<file path="src/rtl/shift_pkg.sv">
// Shared definitions for the serial shift-chain sequencer.
package shift_pkg;

    localparam int DEFAULT_WIDTH = 4;

    typedef enum logic [1:0] {
        IDLE  = 2'd0,
        SHIFT = 2'd1,
        RESP  = 2'd2
    } state_t;

endpackage

</file>
<file path="src/rtl/shift_stage.sv">
// One bit cell of the sequencer's transmit and capture registers:
// a D flip-flop with load enable and asynchronous active-low clear.
module shift_stage (
    input  logic clk,
    input  logic clr,
    input  logic en,
    input  logic d,
    output logic q
);

    always_ff @(posedge clk or negedge clr) begin
        if (!clr)
            q <= 1'b0;
        else if (en)
            q <= d;
    end

endmodule

</file>
<file path="src/rtl/shift_seq_ctrl.sv">
// Drives a serial shift chain for WIDTH cycles per accepted word while
// capturing the returning bits, then offers the captured word as a response.
module shift_seq_ctrl
    import shift_pkg::*;
#(
    parameter int WIDTH     = DEFAULT_WIDTH,
    parameter bit MSB_FIRST = 1'b1
) (
    input  logic             clk,
    input  logic             clr,
    input  logic             req_valid,
    output logic             req_ready,
    input  logic [WIDTH-1:0] req_data,
    input  logic             abort,
    output logic             ser_out,
    output logic             shift_en,
    input  logic             ser_in,
    output logic             rsp_valid,
    input  logic             rsp_ready,
    output logic [WIDTH-1:0] rsp_data,
    output logic             busy
);

    localparam int CW = $clog2(WIDTH);

    state_t           state;
    logic [CW-1:0]    cnt;
    logic [WIDTH-1:0] tx_reg;
    logic [WIDTH-1:0] rx_reg;
    logic [WIDTH-1:0] tx_d;
    logic [WIDTH-1:0] rx_d;
    logic             accept;
    logic             shifting;
    logic             last;
    logic             reg_en;

    assign accept   = (state == IDLE) && req_valid;
    assign shifting = (state == SHIFT);
    assign last     = (cnt == CW'(WIDTH - 1));
    assign reg_en   = accept | shifting;

    // Accept loads the word and clears capture; otherwise both registers shift.
    always_comb begin
        tx_d = req_data;
        rx_d = '0;
        if (!accept) begin
            if (MSB_FIRST)
                tx_d = {tx_reg[WIDTH-2:0], 1'b0};
            else
                tx_d = {1'b0, tx_reg[WIDTH-1:1]};
            rx_d = {rx_reg[WIDTH-2:0], ser_in};
        end
    end

    for (genvar g = 0; g < WIDTH; g++) begin : g_bits
        shift_stage u_tx (
            .clk (clk),
            .clr (clr),
            .en  (reg_en),
            .d   (tx_d[g]),
            .q   (tx_reg[g])
        );
        shift_stage u_rx (
            .clk (clk),
            .clr (clr),
            .en  (reg_en),
            .d   (rx_d[g]),
            .q   (rx_reg[g])
        );
    end

    // Abort takes priority over the final shift edge, so no response follows it.
    always_ff @(posedge clk or negedge clr) begin
        if (!clr) begin
            state <= IDLE;
            cnt   <= '0;
        end else begin
            case (state)
                IDLE: begin
                    if (req_valid) begin
                        state <= SHIFT;
                        cnt   <= '0;
                    end
                end
                SHIFT: begin
                    cnt <= cnt + CW'(1);
                    if (abort)
                        state <= IDLE;
                    else if (last)
                        state <= RESP;
                end
                RESP: begin
                    if (rsp_ready)
                        state <= IDLE;
                end
                default: state <= IDLE;
            endcase
        end
    end

    assign req_ready = (state == IDLE);
    assign shift_en  = shifting;
    assign ser_out   = shifting & (MSB_FIRST ? tx_reg[WIDTH-1] : tx_reg[0]);
    assign rsp_valid = (state == RESP);
    assign rsp_data  = rx_reg;
    assign busy      = (state != IDLE);

endmodule

</file>
<file path="config.mk">
export PLATFORM = sky130hd
export DESIGN_NAME = shift_seq_ctrl
export DESIGN_NICKNAME = d
export VERILOG_FILES = /design/src/rtl/shift_pkg.sv /design/src/rtl/shift_stage.sv /design/src/rtl/shift_seq_ctrl.sv
export SDC_FILE = /design/constraint.sdc
export NUM_CORES = 1
export LEC_CHECK = 0
export ABC_CLOCK_PERIOD_IN_PS = 1900
export CORE_MARGIN = 5
export CORE_UTILIZATION = 40
export CTS_CLUSTER_SIZE = 40
export DETAILED_ROUTE_END_ITERATION = 16
export HOLD_SLACK_MARGIN = 0.03
export PLACE_DENSITY = 0.68
export SETUP_SLACK_MARGIN = 0.15
export SLEW_MARGIN = 20
export SYNTH_ARGS = -nofsm -noshare
export SYNTH_HDL_FRONTEND = slang
export SYNTH_HIERARCHICAL = 1
export SYNTH_SLANG_ARGS = --single-unit
</file>
<file path="constraint.sdc">
create_clock -name clk -period 1.9 [get_ports clk]
set_clock_uncertainty 0.1 [all_clocks]
set_input_delay 0.19 -clock clk [delete_from_list [all_inputs] [get_ports clk]]
set_output_delay 0.19 -clock clk [all_outputs]
set_load 0.02 [all_outputs]
</file>
==> impl_metrics.env <==
export IMPL_power_leakage_uw=0.000422
export IMPL_antenna_found_initial=0
export IMPL_grt_usage_pct=9.15
export IMPL_syn_instance_count=45
export IMPL_synth_distinct_cells=18
export IMPL_drt_first_pass_iters=3
export IMPL_critical_path_arrival_ns=1.40
export IMPL_peakVddDrop_mv=0.659
export IMPL_first_global_vias=388
export IMPL_setup_slack_ns=0.212
export IMPL_netlist_area_um2=629
export IMPL_multi_input_area_um2=318
export IMPL_htree_num_levels=1
export IMPL_initial_core_util_pct=41.8
export IMPL_die_h_um=49.7
export IMPL_nets=80
export IMPL_yosysWarnings=6
export IMPL_fin_crit_sh_pct=88.9
export IMPL_viasPerCell=4.75
export IMPL_pre_cts_slack_ns=0.0393
export IMPL_design_area_um2=852
export IMPL_ant_nets=0
export IMPL_drc=0
export IMPL_grt_pass1_wl_mm=1.77
export IMPL_fmax_ghz=0.592
export IMPL_power_density_mw_per_mm2=1360
export IMPL_dp_hpwl_um=787
export IMPL_setup_viol=0
export IMPL_finalHoldViolations=0
export IMPL_numCtsBuffers=3
export IMPL_rsz0062_at_grt="no"
export IMPL_cts_tree="built"
export IMPL_hold_ws_ns=0.175
export IMPL_critPathLaunchType="register"
export IMPL_r2r_start="state[1]"
export IMPL_clock_sinks=12
export IMPL_maxCapViolations=0
export IMPL_syn_num_nets=56
export IMPL_clockBufferDepth=2
export IMPL_diodes=0
export IMPL_vias=394
export IMPL_die_area_mm2=0.00247
export IMPL_grt_overflow_total=0
export IMPL_slew_violations=0
export IMPL_relSlewSlack_pct=64.8
export IMPL_port_buffer_count=18
export IMPL_yosysSeqAreaShare_pct=47.7
export IMPL_utilization_pct=56.6
export IMPL_drive_gt1_share_pct=37.3
export IMPL_die_w_um=49.7
export IMPL_min_path_type="primary input to asynchronous set/reset pin"
export IMPL_fillCellCount=127
export IMPL_timing_final_crit_period_ns=1.69
export IMPL_clock_latency_ns=0.26
export IMPL_required_ns=1.61
export IMPL_dpl_cell_area_um2=837
export IMPL_syn_area_per_cell_um2=14.0
export IMPL_grt_max_degree=13
export IMPL_initialDrtViolationCount=2
export IMPL_wl_per_cell_um=12.2
export IMPL_syn2layout_area_growth_pct=35.4
export IMPL_regArea_um2=303
export IMPL_wirelength_mm=1.02
export IMPL_ys_ff_latch=12
export IMPL_rows=14
export IMPL_cp_max_fo=7
export IMPL_cts_root_buf="clkbuf_4"
export IMPL_clkSlewWorstSetupHoldPaths_ns=0.06
export IMPL_fp_coreArea_mm2=0.00151
export IMPL_status="finished clean"
export IMPL_tightest_slew_ns=0.526
export IMPL_tns_ns=0
export IMPL_worstSetupPathType="register to output port"
export IMPL_endpoint_kind="output port"
export IMPL_place_gp_congestion=0.667
export IMPL_critical_path_startpoint="state[1]"
export IMPL_ios=19
## cell usage after synthesis
cell type	number	area [um2]
or3b_1	1	8.76
a21oi_1	1	5.00
and2b_1	4	30.0
a22o_2	1	10.0
mux2_2	4	45.0
o2bb2ai_1	1	8.76
nor3b_4	1	18.8
nand2b_1	1	6.26
mux2_4	8	120
dfrtp_1	12	300
and2_1	1	6.26
or2_2	1	6.26
and2_2	1	7.51
ha_1	1	12.5
nand3b_1	1	7.51
o21bai_1	1	7.51
inv_1	3	11.3
and2b_2	2	17.5
## final timing paths
kind	endpoint	slack, ns	depth (start not counted)
max in group asynchronous	state[0]	1.15	1
worst max-delay path	req_ready	0.21	3
worst max register to register	g_bits[2].u_tx/q	0.26	3
worst min register to register	cnt[1]	0.41	1
worst min-delay path	cnt[1]	0.18	1
min in group clk	cnt[1]	0.41	1
## sequential cells by signal, indices dropped and copies added (netlist names)
| signal | count |
|---|---|
| cnt | 2 |
| g_bits.u_rx/q | 4 |
| g_bits.u_tx/q | 4 |
| state | 2 |
## layout make-up
| cell class | count | area share (%) |
|---|---|---|
| Multi-Input combinational cell | 30 | 37.3 |
| Clock buffer | 3 | 2.64 |
| Sequential cell | 12 | 35.5 |
| Tap cell | 16 | 2.35 |
| Timing Repair Buffer | 19 | 20.9 |
| Inverter | 3 | 1.32 |
## kinds of logic after synthesis
group | count (synthesis) | synth area share (%)
buffers and inverters | 3 | 1.79
AOI/OAI and AO/OA | 4 | 4.97
adders and majority gates | 1 | 1.99
muxes | 12 | 26.2
DFF | 12 | 47.7
and+or+nand+nor | 13 | 17.3
## stage by stage
step / instances / power [uW]
after global routing: 83 / 1230
after detailed placement: 80 / 1050
final: 83 / 1150
after global placement: 80 / 1040
after CTS: 83 / 1170
after floorplan: 45 / 830
## critical path: stages, from the launching register on
cell and delay, ns:
dfrtp_2 0.45, or2_2 0.32, inv_1 0.05, dlygate4sd2_1 0.32
## metal layers
metal  global-route usage (%)  wire length [um]  vias up
met5                        0                 0        -
met4                     2.62                14        0
met3                     4.82                66        2
met2                     12.3               435       12
met1                     12.6               499      179
li1                         -                 -      201
## cells in the final DEF (no fill, tap or decap), drive strengths merged
| cell type | synthesis | final |
|---|---|---|
| clkdlybuf4s50 | 0 | 13 |
| dfrtp | 12 | 12 |
| mux2 | 12 | 12 |
| and2b | 6 | 6 |
| dlygate4sd2 | 0 | 4 |
| clkbuf | 0 | 4 |
| inv | 3 | 3 |
| and2 | 2 | 2 |
| or2 | 1 | 1 |
| nor3b | 1 | 1 |
| o21bai | 1 | 1 |
| nand3b | 1 | 1 |
| o2bb2ai | 1 | 1 |
| a22o | 1 | 1 |
| or3b | 1 | 1 |
| nand2b | 1 | 1 |
| a21oi | 1 | 1 |
| ha | 1 | 1 |
| buf | 0 | 1 |
## repair_timing
item	CTS	global route
hold buffers	0	0
setup endpoints to repair	5	1
buffers inserted	0	0
gates resized for setup	6	3
## power breakdown
part / internal [uW] / switching [uW] / total, uW / leakage, uW
Sequential: 359 / 75.3 / 434 / 0.000152
Clock: 73.1 / 70.0 / 143 / 0.0000138
Combinational: 344 / 233 / 577 / 0.000256
(Power assumes the default switching activity.)
